==> config.mk <==
export PLATFORM = sky130hd
export DESIGN_NAME = mem_access_stage
export DESIGN_NICKNAME = d
export VERILOG_FILES = /design/src/rtl/mem_access_stage.sv
export SDC_FILE = /design/constraint.sdc
export NUM_CORES = 1
export LEC_CHECK = 0
export BUFFER_PORTS_ARGS = -buffer_cell sky130_fd_sc_hd__clkbuf_2
export CAP_MARGIN = 30
export CORE_ASPECT_RATIO = 0.6
export CORE_MARGIN = 4
export CORE_UTILIZATION = 44
export CTS_BUF_LIST = sky130_fd_sc_hd__clkbuf_16
export DETAILED_ROUTE_END_ITERATION = 12
export PLACE_DENSITY_LB_ADDON = 0.08
export SLEW_MARGIN = 10
export SYNTH_ARGS = -nofsm -noshare
export SYNTH_HDL_FRONTEND = slang
export SYNTH_SLANG_ARGS = --single-unit
==> constraint.sdc <==
create_clock -name clock -period 3.2 [get_ports clock]
set_input_delay 0.16 -clock clock [delete_from_list [all_inputs] [get_ports clock]]
set_output_delay 0.16 -clock clock [all_outputs]
set_load 0.02 [all_outputs]
==> src/rtl/mem_access_stage.sv <==
`timescale 1ns/1ps
// -----------------------------------------------------------------------------
// mem_access_stage
//
// MEM pipeline stage between the EX/MEM and MEM/WB registers. It runs loads and
// stores against data memory over a req/ack bus and formats load data. It drives
// the MEM/WB inputs with their write enable, and stalls upstream while a memory
// access is outstanding.
//
// Non-memory instructions and bubbles pass straight through with no added
// latency. An aligned memory instruction takes IDLE -> ACCESS (one or more
// cycles, until ack) -> COMMIT, so it needs at least three cycles. A misaligned
// memory instruction is squashed in IDLE without touching the bus.
//
// Optional feature (compile-time macro MEM_TIMEOUT_EN):
//   When the macro is defined, an ACCESS that receives no ack for TIMEOUT_CYCLES
//   cycles is aborted. The stage then commits with no register write and pulses
//   bus_err. When the macro is undefined, ACCESS waits for ack indefinitely and
//   bus_err stays 0.
//
// Parameters
//   TIMEOUT_CYCLES  ACCESS cycles without ack before abort (MEM_TIMEOUT_EN only)
//   TCNT_W          timeout counter width, 2**TCNT_W > TIMEOUT_CYCLES
//
// Ports
//   clock, rst                  rising-edge clock, async active-high reset
//   ex_*                        EX/MEM register contents (ex_valid=0 is a bubble)
//   mem_wb, mem_regwrite,
//   mem_memout, mem_aluout,
//   mem_regrd, memwb_write      MEM/WB register inputs and its write enable
//   stall                       hold EX/MEM and earlier stages
//   misalign_err                1-cycle pulse, registered: the cycle after a
//                               misaligned access was squashed
//   bus_err                     1-cycle pulse on the COMMIT of a timed-out access
//   dmem_req/we/addr/be/wdata   memory request; held until dmem_ack
//   dmem_rdata, dmem_ack        memory response
// -----------------------------------------------------------------------------
module mem_access_stage #(
  parameter int TIMEOUT_CYCLES = 255,
  parameter int TCNT_W         = 8
) (
  input  logic        clock,
  input  logic        rst,
  input  logic        ex_valid,
  input  logic        ex_memread,
  input  logic        ex_memwrite,
  input  logic [1:0]  ex_size,
  input  logic        ex_unsigned,
  input  logic [31:0] ex_aluout,
  input  logic [31:0] ex_storedata,
  input  logic [4:0]  ex_regrd,
  input  logic        ex_wb,
  input  logic        ex_regwrite,
  output logic        mem_wb,
  output logic        mem_regwrite,
  output logic [31:0] mem_memout,
  output logic [31:0] mem_aluout,
  output logic [4:0]  mem_regrd,
  output logic        memwb_write,
  output logic        stall,
  output logic        misalign_err,
  output logic        bus_err,
  output logic        dmem_req,
  output logic        dmem_we,
  output logic [31:0] dmem_addr,
  output logic [3:0]  dmem_be,
  output logic [31:0] dmem_wdata,
  input  logic [31:0] dmem_rdata,
  input  logic        dmem_ack
);

  typedef enum logic [1:0] {
    S_IDLE   = 2'd0,
    S_ACCESS = 2'd1,
    S_COMMIT = 2'd2
  } state_t;

  if (2 ** TCNT_W <= TIMEOUT_CYCLES) begin : g_cfg_check
    $error("mem_access_stage: TCNT_W too narrow for TIMEOUT_CYCLES");
  end

  // ---------------------------------------------------------------------------
  // Access formatting helpers
  // ---------------------------------------------------------------------------
  function automatic logic is_misaligned(input logic [1:0] size,
                                         input logic [1:0] lo);
    logic r;
    case (size)
      2'b00:   r = 1'b0;
      2'b01:   r = lo[0];
      default: r = (lo != 2'b00);
    endcase
    return r;
  endfunction

  function automatic logic [3:0] lane_be(input logic [1:0] size,
                                         input logic [1:0] lo);
    logic [3:0] be;
    case (size)
      2'b00:   be = 4'b0001 << lo;
      2'b01:   be = lo[1] ? 4'b1100 : 4'b0011;
      default: be = 4'b1111;
    endcase
    return be;
  endfunction

  // The store data is replicated across all lanes, so memory only needs the
  // byte enables to pick the right bytes.
  function automatic logic [31:0] lane_wdata(input logic [1:0]  size,
                                             input logic [31:0] data);
    logic [31:0] w;
    case (size)
      2'b00:   w = {4{data[7:0]}};
      2'b01:   w = {2{data[15:0]}};
      default: w = data;
    endcase
    return w;
  endfunction

  function automatic logic [31:0] format_load(input logic [1:0]  size,
                                              input logic        uns,
                                              input logic [1:0]  lo,
                                              input logic [31:0] rdata);
    logic [7:0]  b;
    logic [15:0] h;
    logic [31:0] f;
    case (lo)
      2'd0:    b = rdata[7:0];
      2'd1:    b = rdata[15:8];
      2'd2:    b = rdata[23:16];
      default: b = rdata[31:24];
    endcase
    h = lo[1] ? rdata[31:16] : rdata[15:0];
    case (size)
      2'b00:   f = {{24{~uns & b[7]}}, b};
      2'b01:   f = {{16{~uns & h[15]}}, h};
      default: f = rdata;
    endcase
    return f;
  endfunction

  // ---------------------------------------------------------------------------
  // Decode of the instruction in EX/MEM (only meaningful in IDLE)
  // ---------------------------------------------------------------------------
  logic w_memop;
  logic w_misalign;
  logic w_start;
  logic w_squash;

  assign w_memop    = ex_valid & (ex_memread | ex_memwrite);
  assign w_misalign = is_misaligned(ex_size, ex_aluout[1:0]);
  assign w_start    = w_memop & ~w_misalign;
  assign w_squash   = w_memop &  w_misalign;

  // ---------------------------------------------------------------------------
  // State and latched fields
  // ---------------------------------------------------------------------------
  state_t      r_state;
  logic        r_req;
  logic        r_we;
  logic [31:0] r_addr;
  logic [3:0]  r_be;
  logic [31:0] r_wdata;
  logic        r_load;
  logic [1:0]  r_size;
  logic        r_unsigned;
  logic [31:0] r_aluout;
  logic [4:0]  r_regrd;
  logic        r_wb;
  logic        r_regwrite;
  logic [31:0] r_memout;
  logic        r_misalign_err;
  logic        r_bus_err;
  logic        w_timeout;

`ifdef MEM_TIMEOUT_EN
  localparam logic [TCNT_W-1:0] TO_LIMIT = TCNT_W'(TIMEOUT_CYCLES);

  logic [TCNT_W-1:0] r_tcnt;
  logic [TCNT_W-1:0] w_tcnt_inc;

  assign w_tcnt_inc = r_tcnt + 1'b1;
  // An ack in the same cycle takes priority over the timeout.
  assign w_timeout  = (r_state == S_ACCESS) & ~dmem_ack & (w_tcnt_inc == TO_LIMIT);

  always_ff @(posedge clock or posedge rst) begin
    if (rst) begin
      r_tcnt <= '0;
    end else if (r_state == S_IDLE && w_start) begin
      r_tcnt <= '0;
    end else if (r_state == S_ACCESS && !dmem_ack) begin
      r_tcnt <= w_tcnt_inc;
    end
  end
`else
  assign w_timeout = 1'b0;
`endif

  always_ff @(posedge clock or posedge rst) begin
    if (rst) begin
      r_state        <= S_IDLE;
      r_req          <= 1'b0;
      r_we           <= 1'b0;
      r_addr         <= '0;
      r_be           <= '0;
      r_wdata        <= '0;
      r_load         <= 1'b0;
      r_size         <= '0;
      r_unsigned     <= 1'b0;
      r_aluout       <= '0;
      r_regrd        <= '0;
      r_wb           <= 1'b0;
      r_regwrite     <= 1'b0;
      r_memout       <= '0;
      r_misalign_err <= 1'b0;
      r_bus_err      <= 1'b0;
    end else begin
      r_misalign_err <= 1'b0;
      r_bus_err      <= 1'b0;
      case (r_state)
        // IDLE -> ACCESS: launch the bus request and capture the instruction
        S_IDLE: begin
          if (w_squash) begin
            r_misalign_err <= 1'b1;
          end
          if (w_start) begin
            r_req      <= 1'b1;
            r_we       <= ex_memwrite;
            r_addr     <= {ex_aluout[31:2], 2'b00};
            r_be       <= lane_be(ex_size, ex_aluout[1:0]);
            r_wdata    <= lane_wdata(ex_size, ex_storedata);
            // A store wins when both memread and memwrite are set.
            r_load     <= ~ex_memwrite;
            r_size     <= ex_size;
            r_unsigned <= ex_unsigned;
            r_aluout   <= ex_aluout;
            r_regrd    <= ex_regrd;
            r_wb       <= ex_wb;
            r_regwrite <= ex_regwrite;
            r_memout   <= '0;
            r_state    <= S_ACCESS;
          end
        end
        // ACCESS -> COMMIT: on ack, or on timeout when that feature is built in
        S_ACCESS: begin
          if (dmem_ack) begin
            r_req    <= 1'b0;
            r_memout <= r_load ? format_load(r_size, r_unsigned, r_aluout[1:0], dmem_rdata)
                               : 32'd0;
            r_state  <= S_COMMIT;
          end else if (w_timeout) begin
            r_req     <= 1'b0;
            r_bus_err <= 1'b1;
            r_state   <= S_COMMIT;
          end
        end
        // COMMIT -> IDLE: MEM/WB captures the result while EX/MEM advances
        S_COMMIT: begin
          r_state <= S_IDLE;
        end
        default: begin
          r_state <= S_IDLE;
        end
      endcase
    end
  end

  // ---------------------------------------------------------------------------
  // MEM/WB drive: pass-through in IDLE, latched fields otherwise
  // ---------------------------------------------------------------------------
  always_comb begin
    mem_wb       = ex_wb;
    mem_regwrite = ex_valid & ex_regwrite;
    mem_memout   = '0;
    mem_aluout   = ex_aluout;
    mem_regrd    = ex_regrd;
    memwb_write  = 1'b1;
    stall        = 1'b0;
    case (r_state)
      S_IDLE: begin
        if (w_memop) begin
          mem_regwrite = 1'b0;
          if (w_start) begin
            memwb_write = 1'b0;
            stall       = 1'b1;
          end
        end
      end
      S_ACCESS: begin
        mem_wb       = r_wb;
        mem_regwrite = 1'b0;
        mem_aluout   = r_aluout;
        mem_regrd    = r_regrd;
        memwb_write  = 1'b0;
        stall        = 1'b1;
      end
      S_COMMIT: begin
        mem_wb       = r_wb;
        // A timed-out access commits without writing the register file.
        mem_regwrite = r_regwrite & ~r_bus_err;
        mem_memout   = r_memout;
        mem_aluout   = r_aluout;
        mem_regrd    = r_regrd;
      end
      default: begin
        stall = 1'b0;
      end
    endcase
  end

  assign dmem_req     = r_req;
  assign dmem_we      = r_we;
  assign dmem_addr    = r_addr;
  assign dmem_be      = r_be;
  assign dmem_wdata   = r_wdata;
  assign misalign_err = r_misalign_err;
  assign bus_err      = r_bus_err;

endmodule
==> results by group <==
GRT
  – Overall Global Routing Usage: 21.8%
  – Vias in the first global route: between 5000 and 6000
  – First-pass GRT wire length: ~28000 um
  – Global route overflow: 0
  – Initial antenna violation count: 1
  – Largest net degree at the start of global routing: 50

Synth
  – Ys Warns: 0
  – Share of flip-flops with an asynchronous set or reset: between 90% and 100%
  – Mapped Area: 6370 um^2
  – Mapped Cells: 565
  – Mean Syn Cell Area: about 11 um^2
  – Seq cells post-synth: ~120
  – Primary FF master, synth: dfrtp_1
  – Post-synth EDFFs: 0
  – Area leader, netlist: dfrtp_1
  – Yosys cell types: 51
  – Largest cells by area after synthesis: dfrtp_1 46%, mux2_2 13%, mux2_4 6.4%
  – Seq/Total Area, Yosys: between 40% and 50%
  – Post-synth top area share: between 40% and 50%

Critical path
  – Reg2Reg Setup Slack: roughly 0.86 ns
  – Path depth of the worst reg2reg path: 6
  – Worst path cell trace: inv_1 -> ha_1 -> o211ai_1 -> a221o_4 -> a21boi_0 -> clkbuf_2
  – Crit path arrival time: between 2 and 2.5 ns
  – Critical path class: flop to output port
  – Element type at the critical path start: flop
  – Crit path max fanout: 29
  – Crit path max-delay family: compound AO/OA/AOI/OAI gates
  – R2r endpoint: r_aluout[8]
  – Crit-path max cell delay: between 0.4 and 0.5 ns
  – Reg2reg start: r_state[0]
  – Worst Path Required: 3.04 ns
  – CP max-delay cell: a221o_4
  – CP Capture Type: output port
  – Worst Path Buf+Inv: 2

STA
  – Final Hold Fails: 0
  – Setup TNS: 0 ns
  – Crit path time final: about 2.6 ns
  – Fin. max-slew vios: 0
  – # setup viols final: 0
  – Unrepaired setup endpoints after global routing: false
  – Slew headroom: 39.1%
  – Crit share post-route: between 80 and 90%
  – Setup Skew: 0.0110 ns
  – Final worst setup slack: around 0.62 ns
  – Slew @ Worst Pin: approximately 0.9 ns
  – Achievable Freq: between 0.3 and 0.4 GHz

Clock tree
  – Post_cts resized: 0
  – Max clock buf depth: 2
  – Clock transition at path regs: 0.06 ns
  – Clk sinks: about 120
  – Worst skew pair latency: roughly 0.40 ns
  – CTS tree: built
  – TritonCTS Buffers: 17
  – Root buffer cell: clkbuf_16
  – H-Tree Depth: 4

Pwr
  – Clk pwr share: a little over a fifth
  – Sw Ratio: 41.5%
  – Leakage: 4.32 nW
  – Flop pwr share: just under 30%
  – Power Density: around 1000 nW/um^2
  – Int Power: 5.09 mW
  – VDD IR max: around 620 uV
  – Combinational Power Share: roughly half
  – P_sw: between 3 and 4 mW
  – Tot Pwr: between 8 and 9 mW

Finish
  – Area grow syn2layout: 32.0%
  – Fin nets: approximately 920
  – Final instance area: roughly 8400 um^2
  – Number of diodes: 0
  – Fill count: approximately 1200
  – Post-Layout Cell Count: between 1000 and 1500
  – Fraction of layout cells with a size suffix above 1: 48.7%

Floorplanning
  – Die area: roughly 17000 um^2
  – Die H: roughly 100 um
  – I/O pins: about 260
  – Die width: 163 um
  – FP Rows: 33
  – Initial Utilization: a little under half
  – Core region area: 13900 um^2

Status
  – Status: finished, final reports clean

Placed design
  – DPL Wire Length: between 10000 and 15000 um
  – Routability cong.: 0.863
  – Pre-CTS WS: 0.903 ns
  – PortBufs: between 200 and 300
  – Inst Count DP: approximately 950
  – DP Area: about 7600 um^2

Detailed routing
  – First-pass detailed-route iteration total: 5
  – DR iter-0 viols: between 200 and 300
  – Routed len/inst: ~18 um
  – DRT antenna net count: 0
  – Via count: just over 5000
  – DRC: 0
  – Detailed Route WL: about 18000 um
  – Vias per cell: 5.14

Flow run
  – Max cap viols: 0

Hold path
  – Hold path depth: 2
  – HP Class: primary input to flop
  – Hold worst-path end: r_aluout[19]
  – Worst hold start: ex_aluout[19]
==> Yosys cell counts (2+ instances only) <==
library cell	instances
a21oi_1	18
ha_1	4
and2_1	33
a221oi_2	2
inv_1	6
a22o_1	24
buf_4	34
buf_6	6
clkbuf_1	24
nand2_1	44
nor2b_1	9
nor2_1	12
o21bai_1	2
a32o_1	2
nor3b_1	2
nor3_1	2
o2111ai_1	2
xnor2_1	2
o21ai_0	35
mux2i_1	26
buf_2	4
mux2_4	27
o211ai_1	2
nand2b_1	19
dfrtp_1	116
buf_1	4
a22oi_1	3
mux2_2	71
a221o_1	2
a222oi_1	6
a21o_1	2
==> power by group through the flow <==
stage | logic, mW | registers (mW) | clock network [mW]
global route | 4.61 | 2.64 | 1.96
finish | 4.29 | 2.55 | 1.86
floorplan | 3.04 | 2.67 | 0
detailed placement | 4.20 | 2.59 | 0
CTS | 4.23 | 2.58 | 1.90
global placement | 4.15 | 2.57 | 0
==> how the worst max path moves through the flow <==
stage,startpoint,endpoint,slack [ns],cells after the start
2_1_floorplan,r_state[0],memwb_write,1.10,7
3_3_place_gp,r_state[0],r_aluout[2],0.99,6
3_5_place_dp,r_state[0],r_aluout[12],0.90,6
4_1_cts,r_state[0],memwb_write,0.62,6
5_1_grt,r_state[0],memwb_write,0.51,6
6_report,r_state[0],memwb_write,0.62,6
==> logic make-up (layout without fill, tap and decap cells) <==
group	after synthesis	after routing	share of synthesized area [%]
flip-flops	116	116	45.6
multiplexers	124	124	23.0
buffers and inverters	78	326	7.38
XOR/XNOR	2	2	0.275
AND/OR/NAND/NOR	130	130	10.8
adder cells (fa/ha/maj)	4	4	0.786
AO/OA/AOI/OAI	110	110	12.2
other	1	3	0.0589
==> placed cells by master, fill, tap and decap left out, types with 3 or more instances in the layout <==
cell type,n
clkbuf_2,253
dfrtp_1,116
mux2_2,71
nand2_1,44
o21ai_0,35
and2_1,33
mux2_4,27
mux2i_1,26
a22o_1,24
dlygate4sd3_1,23
nand2b_1,19
a21oi_1,18
clkbuf_16,17
nor2_1,12
nor2b_1,9
buf_4,9
inv_1,7
a222oi_1,6
clkinvlp_4,4
ha_1,4
a22oi_1,3
conb_1,3
clkinv_2,3
bufinv_16,3
clkinv_1,3
==> per-stage QoR <==
| stage | hold slack, ns | utilization (%) |
|---|---|---|
| 2_1_floorplan | 0.272 | - |
| 3_3_place_gp | 0.406 | 54.2 |
| 3_5_place_dp | 0.130 | 54.4 |
| 4_1_cts | 0.00149 | 60.1 |
| 5_1_grt | 0.00752 | 60.4 |
| 6_report | 0.0127 | 60.4 |
==> metal layers <==
layer	up-vias	wire length (um)	track usage (%)
li1	2454	-	-
met1	2505	8280	30.8
met2	199	8130	33.7
met3	12	1570	6.95
met4	2	128	4.19
met5	-	20	0
==> worst reg2reg max path, cell delays in order (launching register included) <==
cell and delay (ns):
dfrtp_1 0.42, inv_1 0.10, ha_1 0.26, o211ai_1 0.25, a221o_4 0.57, buf_12 0.27
mux2_4 0.36
==> cell type report <==
class	instances	area, um^2	share of cell area (%)
clock buffer	17	425	5.06
clock inverter	14	146	1.74
inverter	6	26.3	0.313
multi-input combinational	373	3020	36.0
sequential	116	2900	34.5
tap	192	240	2.86
timing repair buffer	289	1640	19.5
==> sequential cells by signal, summed over array words and instances (netlist names) <==
name,cells
dmem_wdata,32
r_aluout,32
r_memout,32
r_regrd,5
dmem_be,4
r_size,2
r_state,2
dmem_req,1
dmem_we,1
misalign_err,1
r_load,1
r_regwrite,1
r_unsigned,1
r_wb,1
==> timing repair <==
| action | in CTS | in global routing |
|---|---|---|
| hold endpoints to repair | 33 | 1 |
| hold buffers | 22 | 1 |
| buffers inserted | 0 | 0 |
| setup endpoints to repair | 0 | 0 |
(Power assumes the default switching activity.)
